### config.mk
export PLATFORM = sky130hd
export DESIGN_NAME = timestamp_timer_nios2_oci_dct_capture
export DESIGN_NICKNAME = d
export VERILOG_FILES = /design/src/rtl/timestamp_timer_nios2_oci_dct_capture.sv
export SDC_FILE = /design/constraint.sdc
export NUM_CORES = 1
export LEC_CHECK = 0
export CORE_MARGIN = 1.5
export CORE_UTILIZATION = 60
export CTS_BUF_LIST = sky130_fd_sc_hd__clkbuf_8
export CTS_CLUSTER_SIZE = 30
export DETAILED_ROUTE_END_ITERATION = 8
export PLACE_DENSITY_LB_ADDON = 0.05
export SYNTH_ARGS = -nofsm -noshare
export SYNTH_HDL_FRONTEND = slang
export SYNTH_SLANG_ARGS = --single-unit
### constraint.sdc
create_clock -name clk -period 5.75 [get_ports clk]
set_input_delay 1.15 -clock clk [delete_from_list [all_inputs] [get_ports clk]]
set_output_delay 1.15 -clock clk [all_outputs]
set_load 0.05 [all_outputs]
### src/rtl/timestamp_timer_nios2_oci_dct_capture.sv
// Nios II OCI DCT trace capture: armed FIFO capture, valid/ready drain, end-of-test sequencing.
// Optional per-word timestamp when DCT_CAPTURE_TIMESTAMP_EN is defined.
module timestamp_timer_nios2_oci_dct_capture #(
  parameter int DCT_W = 30,
  parameter int CNT_W = 4,
  parameter int DEPTH = 16,
  parameter int TS_W  = 32,
`ifdef DCT_CAPTURE_TIMESTAMP_EN
  localparam int DATA_W = TS_W + CNT_W + DCT_W,
`else
  localparam int DATA_W = CNT_W + DCT_W + 0 * TS_W,
`endif
  localparam int AW = $clog2(DEPTH)
) (
  input  logic              clk,
  input  logic              reset_n,
  input  logic              arm,
  input  logic [DCT_W-1:0]  dct_buffer,
  input  logic [CNT_W-1:0]  dct_count,
  input  logic              dct_wr,
  input  logic              test_ending,
  input  logic              test_has_ended,
  output logic [DATA_W-1:0] rd_data,
  output logic              rd_valid,
  input  logic              rd_ready,
  output logic [AW:0]       fill_level,
  output logic [15:0]       drop_count,
  output logic [1:0]        capture_state,
  output logic              done
);

  typedef enum logic [1:0] {IDLE = 2'b00, CAPTURE = 2'b01, DRAIN = 2'b10, DONE = 2'b11} state_t;

  state_t            state, state_nxt;
  logic [AW:0]       wr_ptr, rd_ptr, rd_ptr_nxt;
  logic [DATA_W-1:0] mem [DEPTH];
  logic [DATA_W-1:0] wdata;
  logic              ended_seen, arm_go;
  logic              full, empty, wr_try, push, drop, pop;

  assign full   = (wr_ptr[AW] != rd_ptr[AW]) && (wr_ptr[AW-1:0] == rd_ptr[AW-1:0]);
  assign empty  = (wr_ptr == rd_ptr);
  assign wr_try = (state == CAPTURE) && dct_wr && (dct_count != '0);
  assign push   = wr_try && !full;
  assign drop   = wr_try && full;
  assign pop    = rd_valid && rd_ready;
  assign rd_ptr_nxt = rd_ptr + {{AW{1'b0}}, pop};

`ifdef DCT_CAPTURE_TIMESTAMP_EN
  logic [TS_W-1:0] ts;
  always_ff @(posedge clk) begin
    if (!reset_n) ts <= '0;
    else          ts <= ts + 1'b1;
  end
  assign wdata = {ts, dct_count, dct_buffer};
`else
  assign wdata = {dct_count, dct_buffer};
`endif

  always_comb begin
    state_nxt = state;
    arm_go    = 1'b0;
    case (state)
      IDLE:    if (arm) begin state_nxt = CAPTURE; arm_go = 1'b1; end
      CAPTURE: if (test_ending || test_has_ended) state_nxt = DRAIN;
      DRAIN:   if ((ended_seen || test_has_ended) && empty) state_nxt = DONE;
      DONE:    if (arm) begin state_nxt = CAPTURE; arm_go = 1'b1; end
      default: state_nxt = IDLE;
    endcase
  end

  always_ff @(posedge clk) begin
    if (!reset_n) begin
      state      <= IDLE;
      ended_seen <= 1'b0;
      drop_count <= '0;
    end else begin
      state <= state_nxt;
      if (arm_go)              ended_seen <= 1'b0;
      else if (test_has_ended) ended_seen <= 1'b1;
      if (arm_go && state == DONE)    drop_count <= '0;
      else if (drop && !(&drop_count)) drop_count <= drop_count + 16'd1;
    end
  end

  always_ff @(posedge clk) begin
    if (push) mem[wr_ptr[AW-1:0]] <= wdata;
  end

  // Output stage prefetches the head after this edge's pop, so back-to-back
  // pops run without bubbles while a fresh write into an empty FIFO costs one extra edge.
  always_ff @(posedge clk) begin
    if (!reset_n) begin
      wr_ptr   <= '0;
      rd_ptr   <= '0;
      rd_valid <= 1'b0;
      rd_data  <= '0;
    end else begin
      if (push) wr_ptr <= wr_ptr + 1'b1;
      rd_ptr   <= rd_ptr_nxt;
      rd_valid <= (wr_ptr != rd_ptr_nxt);
      if (wr_ptr != rd_ptr_nxt) rd_data <= mem[rd_ptr_nxt[AW-1:0]];
    end
  end

  assign fill_level    = wr_ptr - rd_ptr;
  assign capture_state = state;
  assign done          = (state == DONE);

endmodule
-- Word-level counts from Yosys, hierarchy flattened
Memory sizes are Yosys's and may differ from the RTL's. A register that Yosys moved wholly into a read port is not among the register bits.
Index checks and enable logic that the tools add are counted.
- register bits: 30
- memory bits (read-only): 0
- RAM bits: 544
- latch bits: 0
- output and inout bits: 59
- logic and storage cells: 51
- memories: 1
- memory list (name ; depth ; bits a word ; rd ports ; clocked after memory_dff ; write ports ; line ; RTL):
    mem ; 16 ; 34 ; 1 ; 1 ; 1 ; 36 ; logic [DATA_W-1:0] mem [DEPTH];
- multiply operators: 0
- add/subtract/negate cells: 4
- eq/ne operators: 10
- order comparisons: 0
- bitwise gates (word level): 1
- div/mod/pow operators: 0
- multiplexer cells: 8
- reductions and logical operators: 21
- shifts and indexed selects: 0
- operators with widths (operator ; number):
    16-bit by 1-bit adder with 16-bit output, second input constant ; 1
    16-bit AND reduction ; 1
    1-bit logical AND ; 9
    2-bit 2-to-1 mux ; 3
    2-bit one-hot mux with 3 select lines ; 1
    2-bit OR reduction ; 3
    5-bit by 1-bit adder with 5-bit output ; 1
    5-bit by 1-bit adder with 5-bit output, second input constant ; 1
    5-bit == test ; 1
    5-bit != test ; 1
    5-bit subtractor ; 1
    2-bit == test, second input constant ; 2
    4-bit == test ; 1
    1-bit 2-to-1 mux ; 4
    2-bit by 1-bit != test with 1-bit output, second input constant ; 2
    4-bit nonzero test ; 1
    1-bit zero test ; 3
    3-bit AND reduction ; 1
    2-bit by 1-bit == test with 1-bit output, second input constant ; 1
    2-bit zero test ; 1
    1-bit logical OR ; 2
    2-bit != test, second input constant ; 1
    1-bit != test ; 1
    1-bit inverter ; 1

-- Longest topological paths before layout
Gate-level depths: netlist of run 1.
- depth after elaboration: 6
- depth in mapped cells: 10
- gate-level depth less buffers: 8

-- Worst setup path before layout of run 1
OpenSTA, ideal clock, no wires.
- kind: input -> register
- start point: input port dct_count[1]
- end point: memory mem[0][0] (netlist bit), enable pin
- stages on the path: 4
- data arrival time: 4.110 ns
- slack: 1.172 ns
- setup time: 0.468 ns
- path through: nor4_1 > a211oi_2 > nand2_1 > nor3_1
- longest elaborated chain between the ends: 5
- ends and longest elaborated chain (item ; line ; RTL):
    start, declared ; 19 ; input logic [CNT_W-1:0] dct_count,
    4-bit nonzero test ; 43 ; assign wr_try = (state == CAPTURE) && dct_wr && (dct_count != '0);
    1-bit logical AND ; 43 ;
    1-bit logical AND ; 44 ; assign push = wr_try && !full;
    1-bit 2-to-1 mux ; 87 ; if (push) mem[wr_ptr[AW-1:0]] <= wdata;
    1-bit 2-to-1 mux (implied by the code) ; 87 ;
    end, declared ; 36 ;
Every way passes these cells.

-- Final worst setup path of run 1
- start point: register wr_ptr[0]
- end point: output port fill_level[4]
- longest elaborated chain between the ends: 1
- ends and longest elaborated chain (item ; line ; RTL):
    start, declared ; 35 ; logic [AW:0] wr_ptr, rd_ptr, rd_ptr_nxt;
    start signal, assigned ; 99 ; if (push) wr_ptr <= wr_ptr + 1'b1;
    5-bit subtractor ; 106 ; assign fill_level = wr_ptr - rd_ptr;
    end, declared ; 26 ; output logic [AW:0] fill_level,
Every way passes these cells.

==> metrics.cfg, run 1 <==
[clock_tree]
cts_tree=built
cts_sinks=608
postCtsResizedCells=0
cts-htree-levels=3
clockRootBuffer=clkbuf_8
clock_latency_ns=0.64
cts-root-to-sink-buffers=3
holdBufCountCts=0
path_clk_slew_ns=0.06
total_setup_buffers_inserted_after_cts=0
cts_buffers=94

[synthesis]
yosysSeqAreaShare_pct=74.9
postSynthAreaPerCell_um2=19.0
yosysTopAreaCell=edfxtp_1
synth_flop_cell=edfxtp_1
netlist_top_cells_count=544 x edfxtp_1, 150 x nand2_1, 136 x mux4_2
yosys_warnings=0
synth_cell_types=49
synthesis.area_mm2=0.0235
synthMostInstantiatedCell=edfxtp_1
syn_inst=1236
synth-edff-count=544
ys_async_sr_fraction_pct=0
synthDominantCellAreaShare_pct=69.4
yosys-top-cells-area=edfxtp_1 69%, mux4_2 13%, dfxtp_1 5.4%
synth-seq-cells=608
synth_fp_nets=1294

[final_layout]
finish.net_count=1457
multiInputGateArea_mm2=0.00572
final_cell_count_no_fill=1992
n_antenna_cell=0
post_route_cells_drive_above_1_share_pct=22.1
n_fill_cell=2416
area.sequential_mm2=0.0176
layout.core_utilization_pct=70.3
post-route-cell-area_mm2=0.0272
synthToLayoutAreaGrowth_pct=15.4

[setup_path]
reg2reg_setup_slack_ns=2.26
worst_setup_path_end_kind=output port
r2r_cells=7
start_kind=register
worstReg2RegStart=rd_ptr[2]
criticalPathCategory=register to output port
timing.rr.end=mem[6][24]
crit_required_ns=4.60
cp_data_arrival_time_ns=3.19
worst-path-max-fanout=5

[timing]
setup_ws_ns=1.41
setup_viol=0
tightestPinTransition_ns=1.05
timing.final.max_slew_violations=0
slew_headroom_pct=29.9
timing.final.crit_share_pct=75.5
hold-worst-slack_ns=0.464
tns_ns=0
maxClockFrequency_mhz=230
timing.clock.skew_ns=0.0219
rsz0062_at_grt=no
hold_viol=0
period_minus_slack_ns=4.34

[power_and_ir_drop]
report.power.total_mw=10.4
worst_ir_drop_on_vdd_mv=0.248
power.density_mw_per_mm2=381
leakage_nw=8.70

[grt]
initial_antenna_violation_count=2
grt_start_max_net_pins=138
globalRouteTotalUtil_pct=25.7
grt_pass1_wl_mm=75.9
grt_overflow_total=0
vias_in_the_first_global_route=12500

[routing]
via_count=12200
route.antenna.remaining_nets=0
detail_route.drc_violations=0
totalWireLength_mm=50.1
post_detailed_route_wirelength_per_cell_um=25.2
drt_pass1_iterations=5
route.detailed.vias_per_inst=6.11
dr.first_iter.drc_count=986

[place]
post_dp_cell_area_mm2=0.0254
portBuffers=99
placed_cells_incl_taps=1821
dp_worst_setup_slack_ns=1.31
final_weighted_congestion_of_routability_driven_global_placement=0.772
hpwl_mm=26.1

[worst_hold_path]
worst_min_delay_path_endpoint=rd_data[23]
worstHoldPathCells=1
hold_class=register to register
min_from=rd_data[23]

[die]
floorplan.rows=72
die_w_um=201
initial_utilization_pct=60.9
die_y_um=201
die-area_mm2=0.0404
fp.coreArea_mm2=0.0386
i_o_pin_cnt=100

[status]
outcome=finished, final reports clean

[flow_run]
drv.max_cap_violation_count=0

==> layout make-up <==
class,count,area share [%]
clock inverters,62,1.06
flip-flops and latches,608,64.9
inverters,14,0.193
repair buffers,131,4.90
clock buffers,109,5.52
multi-input cells,550,21.1
well taps,518,2.39
==> flip-flops by register name, summed over array words and instances (netlist names) <==
name and count:
rd_valid 1, ended_seen 1, drop_count 16, capture_state 2, rd_data 34, rd_ptr 5, wr_ptr 5, mem 544
==> cells by family after synthesis <==
family,Yosys count,share of synthesized area (%)
flops,608,74.9
compound gates,61,2.36
xor+xnor,32,1.25
simple gates,302,5.87
fa+ha+maj,17,0.936
buf+inv,78,1.61
mux,138,13.1
==> cells in the final DEF, fill, tap and decap left out, drive strengths merged, types with 5 or more instances in the layout <==
cell / n
xor2: 7
nor3: 7
a21oi: 5
a211oi: 8
a32o: 34
nand2: 150
nor2: 30
clkdlybuf4s50: 99
mux4: 136
inv: 49
and2: 13
edfxtp: 544
nand3: 78
nand4: 6
clkbuf: 109
ha: 16
dfxtp: 64
buf: 32
xnor2: 25
clkinv: 24
==> how the worst max path moves through the flow <==
stage	end	start	slack [ns]
after floorplan	mem[0][0]	dct_count[1]	1.17
after global placement	mem[6][24]	dct_count[1]	1.44
after detailed placement	mem[6][21]	dct_count[3]	1.31
after CTS	fill_level[4]	wr_ptr[0]	1.37
after global routing	fill_level[4]	wr_ptr[0]	1.28
final	fill_level[4]	wr_ptr[0]	1.41
==> where the power goes <==
group          leakage (nW)  internal, mW  switching, mW  total [mW]
sequential             5.41          4.98         0.0966        5.07
combinational          2.25         0.829           1.09        1.92
clock                  1.04          1.77           1.59        3.36
total                  8.70          7.58           2.78        10.4
==> critical path, stage by stage (launching register included) <==
cell	delay, ns
dfxtp_1	0.37
inv_1	0.19
ha_1	0.17
inv_1	0.06
fa_1	0.39
a21o_1	0.19
a21oi_1	0.21
xnor2_1	0.16
clkdlybuf4s50_1	0.82
==> metal layers <==
layer	wire (µm)	vias up	GRT usage, %
met2	24900	439	41.7
li1	-	5289	-
met4	980	2	7.68
met1	21200	6368	36.5
met5	12	-	0
met3	3070	76	4.43
Power figures use the tool's default switching activity.
==> inputs of run 2 (changes only) <==
--- a/config.mk
+++ b/config.mk
@@ -6,7 +6,7 @@
 export NUM_CORES = 1
 export LEC_CHECK = 0
 export CORE_MARGIN = 1.5
-export CORE_UTILIZATION = 60
+export CORE_UTILIZATION = 57
 export CTS_BUF_LIST = sky130_fd_sc_hd__clkbuf_8
 export CTS_CLUSTER_SIZE = 30
 export DETAILED_ROUTE_END_ITERATION = 8
==> constraint.sdc (replaced) <==
create_clock -name clk -period 3.7 [get_ports clk]
set_input_delay 0.74 -clock clk [delete_from_list [all_inputs] [get_ports clk]]
set_output_delay 0.74 -clock clk [all_outputs]
set_load 0.05 [all_outputs]
==> run 2 against run 1 <==
Die area is 5.2% higher; critical path type unchanged; largest cell class unchanged; critical path depth decreased by 2; clock-buffer cell count shrank 1; sequential share of layout area is 1.0 points lower; routed wire length rose by 2.1%; non-clock buffer count rose by 33; first-iteration DRC count up 4.4%; setup slack worse by 1.3 ns; global-route usage is 0.53 points lower; clock power is 54% higher; cell area rose by 1.6%; highest routed layer is now met4.
==> metrics.cfg, run 2 (same netlist as run 1, synthesis figures left out) <==
[power_and_ir_drop]
worst_ir_drop_on_vdd_mv=0.400  ; +61%
leakage_nw=8.92  ; +2.4%
total_switching_power_mw=4.40  ; +58%
portion_of_total_power_attributed_to_the_clock_network_pct=32.0  ; -0.5 points
power.share.sequential_pct=48.7  ; -0.3 points
power.switching_fraction_pct=27.2  ; +0.33 points
power.density_mw_per_mm2=587  ; +54%
cell_int_power_mw=11.8  ; +56%
comb_power_share_pct=19.4  ; +0.9 points

[setup_path]
criticalPathCategory=register to output port
worst_setup_path_end_kind=output port
critPathMaxStageDelay_ns=0.82  ; about the same
path_cells=inv_1 > ha_1 > a21o_1 > a21oi_1 > xnor2_1 > clkdlybuf4s50_1
crit_required_ns=2.96  ; -1.64 ns
start_kind=register
cp_data_arrival_time_ns=2.81  ; -0.38 ns
crit_slowest_cell=clkdlybuf4s50_1
worst-path-max-fanout=3  ; -2
timing.rr.end=mem[6][6]
r2r_cells=7  ; unchanged
worstReg2RegStart=wr_ptr[0]
reg2reg_setup_slack_ns=0.63  ; -1.63 ns

[clock_tree]
path_clk_slew_ns=0.06  ; about the same
cts_buffers=95  ; +1.1%
cts_tree=built
cts-htree-levels=3  ; unchanged
clockRootBuffer=clkbuf_8
cts_sinks=608  ; unchanged
cts-root-to-sink-buffers=3  ; unchanged
clock_latency_ns=0.65  ; about the same
holdBufCountCts=0  ; unchanged
total_setup_buffers_inserted_after_cts=0  ; unchanged

[grt]
initial_antenna_violation_count=2  ; unchanged
grt_pass1_wl_mm=76.7  ; +1.0%
globalRouteTotalUtil_pct=25.2  ; -0.53 points
grt_overflow_total=0  ; unchanged
vias_in_the_first_global_route=12300  ; -1.6%
grt_start_max_net_pins=70  ; -49%

[timing]
setup_viol=0  ; unchanged
rsz0062_at_grt=no
slew_headroom_pct=31.2  ; +1.3 points
tns_ns=0  ; unchanged
hold_viol=0  ; unchanged
timing.final.max_slew_violations=0  ; unchanged
period_minus_slack_ns=3.55
setup_ws_ns=0.150  ; -1.26 ns
tightestPinTransition_ns=1.03  ; -0.0215 ns
maxClockFrequency_mhz=282
timing.final.crit_share_pct=95.9
timing.clock.skew_ns=0.0212  ; -0.000692 ns

[worst_hold_path]
worstHoldPathCells=1  ; unchanged
worst_min_delay_path_endpoint=rd_data[9]
hold_class=register to register
min_from=rd_data[9]

[die]
die-area_mm2=0.0425  ; +5.2%
floorplan.rows=74  ; +2.8%
fp.coreArea_mm2=0.0407  ; +5.4%
i_o_pin_cnt=100  ; unchanged
die_y_um=206  ; +2.6%
die_w_um=206  ; +2.6%
initial_utilization_pct=57.8  ; -3.1 points

[status]
outcome=finished, final reports clean

[place]
portBuffers=99  ; unchanged
hpwl_mm=28.1  ; +8.1%
final_weighted_congestion_of_routability_driven_global_placement=0.784  ; +1.6%
dp_worst_setup_slack_ns=0.307  ; -1.00 ns

[routing]
dr.first_iter.drc_count=1029  ; +4.4%
via_count=12300  ; +0.79%
post_detailed_route_wirelength_per_cell_um=25.0  ; -0.58%
route.antenna.remaining_nets=0  ; unchanged
totalWireLength_mm=51.2  ; +2.1%
route.detailed.vias_per_inst=6.00  ; -1.9%
drt_pass1_iterations=5  ; unchanged
detail_route.drc_violations=0  ; unchanged

[final_layout]
flip_flop_count_of_the_largest_register_after_layout=544  ; unchanged
post_route_cells_drive_above_1_share_pct=23.7  ; +1.6 points
multiInputGateArea_mm2=0.00575  ; +0.44%
layout.cells.most_common_list=544 x edfxtp_1, 150 x nand2_1, 136 x mux4_2
synthToLayoutAreaGrowth_pct=17.3
area.sequential_mm2=0.0176  ; unchanged
finish.net_count=1491  ; +2.3%
final_common_cell=edfxtp_1
n_fill_cell=2733  ; +13%

[flow_run]
drv.max_cap_violation_count=0  ; unchanged

## run 2: cell types whose count changed in the layout (fill, tap and decap cells not counted), sizes merged
cell,previous run,this run
diode,0,2
clkdlybuf4s50,99,98
bufinv,1,0
buf,32,65
inv,49,55
clkinvlp,2,1
clkinv,24,26
## run 2: critical path: cells and delay by family, from the launching register on
family	cells	cell delay, ns
fa+ha+maj	1	0.32
flops	1	0.42
buf+inv	2	0.93
xor+xnor	1	0.14
compound gates	2	0.34
## run 2: cell type report
type | count | share of cell area [%]
repair buffers | 164 | 6.29
diodes | 2 | 0.0181
clock inverters | 68 | 1.04
multi-input cells | 550 | 20.8
flip-flops and latches | 608 | 63.8
inverters | 14 | 0.190
clock buffers | 108 | 5.39
well taps | 532 | 2.41
## run 2: stage by stage
step | area, µm² | cells | hold WS [ns] | utilization (%) | power, mW
6_report | 27600 | 2046 | 0.470 | 67.7 | 16.2
3_3_place_gp | 25800 | 1868 | 0.454 | 63.4 | 11.2
5_1_grt | 27600 | 2045 | 0.488 | 67.7 | 16.8
2_1_floorplan | 23600 | 1236 | 0.439 | - | 10.2
3_5_place_dp | 25800 | 1868 | 0.462 | 63.4 | 11.2
4_1_cts | 27600 | 2044 | 0.475 | 67.7 | 16.4
## run 2: power groups by stage
| stage | Clock [mW] | Combinational (mW) | Sequential [mW] |
|---|---|---|---|
| after detailed placement | 0 | 3.17 | 8.03 |
| after CTS | 5.30 | 3.18 | 7.89 |
| after floorplan | 0 | 1.67 | 8.52 |
| final | 5.18 | 3.14 | 7.88 |
| after global routing | 5.60 | 3.34 | 7.90 |
| after global placement | 0 | 3.15 | 8.02 |
## run 2: repair_timing
item / CTS / global route
gates resized for setup: 1 / 2
endpoints found under the setup margin: 1 / 1
pin swaps: 0 / 0
endpoints found under the hold margin: 0 / 0
## run 2: how the worst max path moves through the flow
stage	cells after the start	endpoint	from
floorplan	6	mem[12][0]	rd_ptr[2]
global placement	6	mem[15][31]	dct_wr
detailed placement	6	mem[15][31]	dct_wr
CTS	8	fill_level[4]	wr_ptr[0]
global route	6	fill_level[3]	rd_ptr[1]
finish	6	fill_level[3]	rd_ptr[1]
## run 2: metal layers
metal / part of all wire, % / routed length (µm) / global-route usage (%) / vias up
met1: 42 / 21700 / 35.6 / 6397
met2: 49 / 25100 / 40.3 / 427
li1: - / - / - / 5371
met3: 6.5 / 3350 / 4.76 / 75
met4: 2.0 / 1010 / 8.02 / 0
met5: 0 / 0 / 0 / -
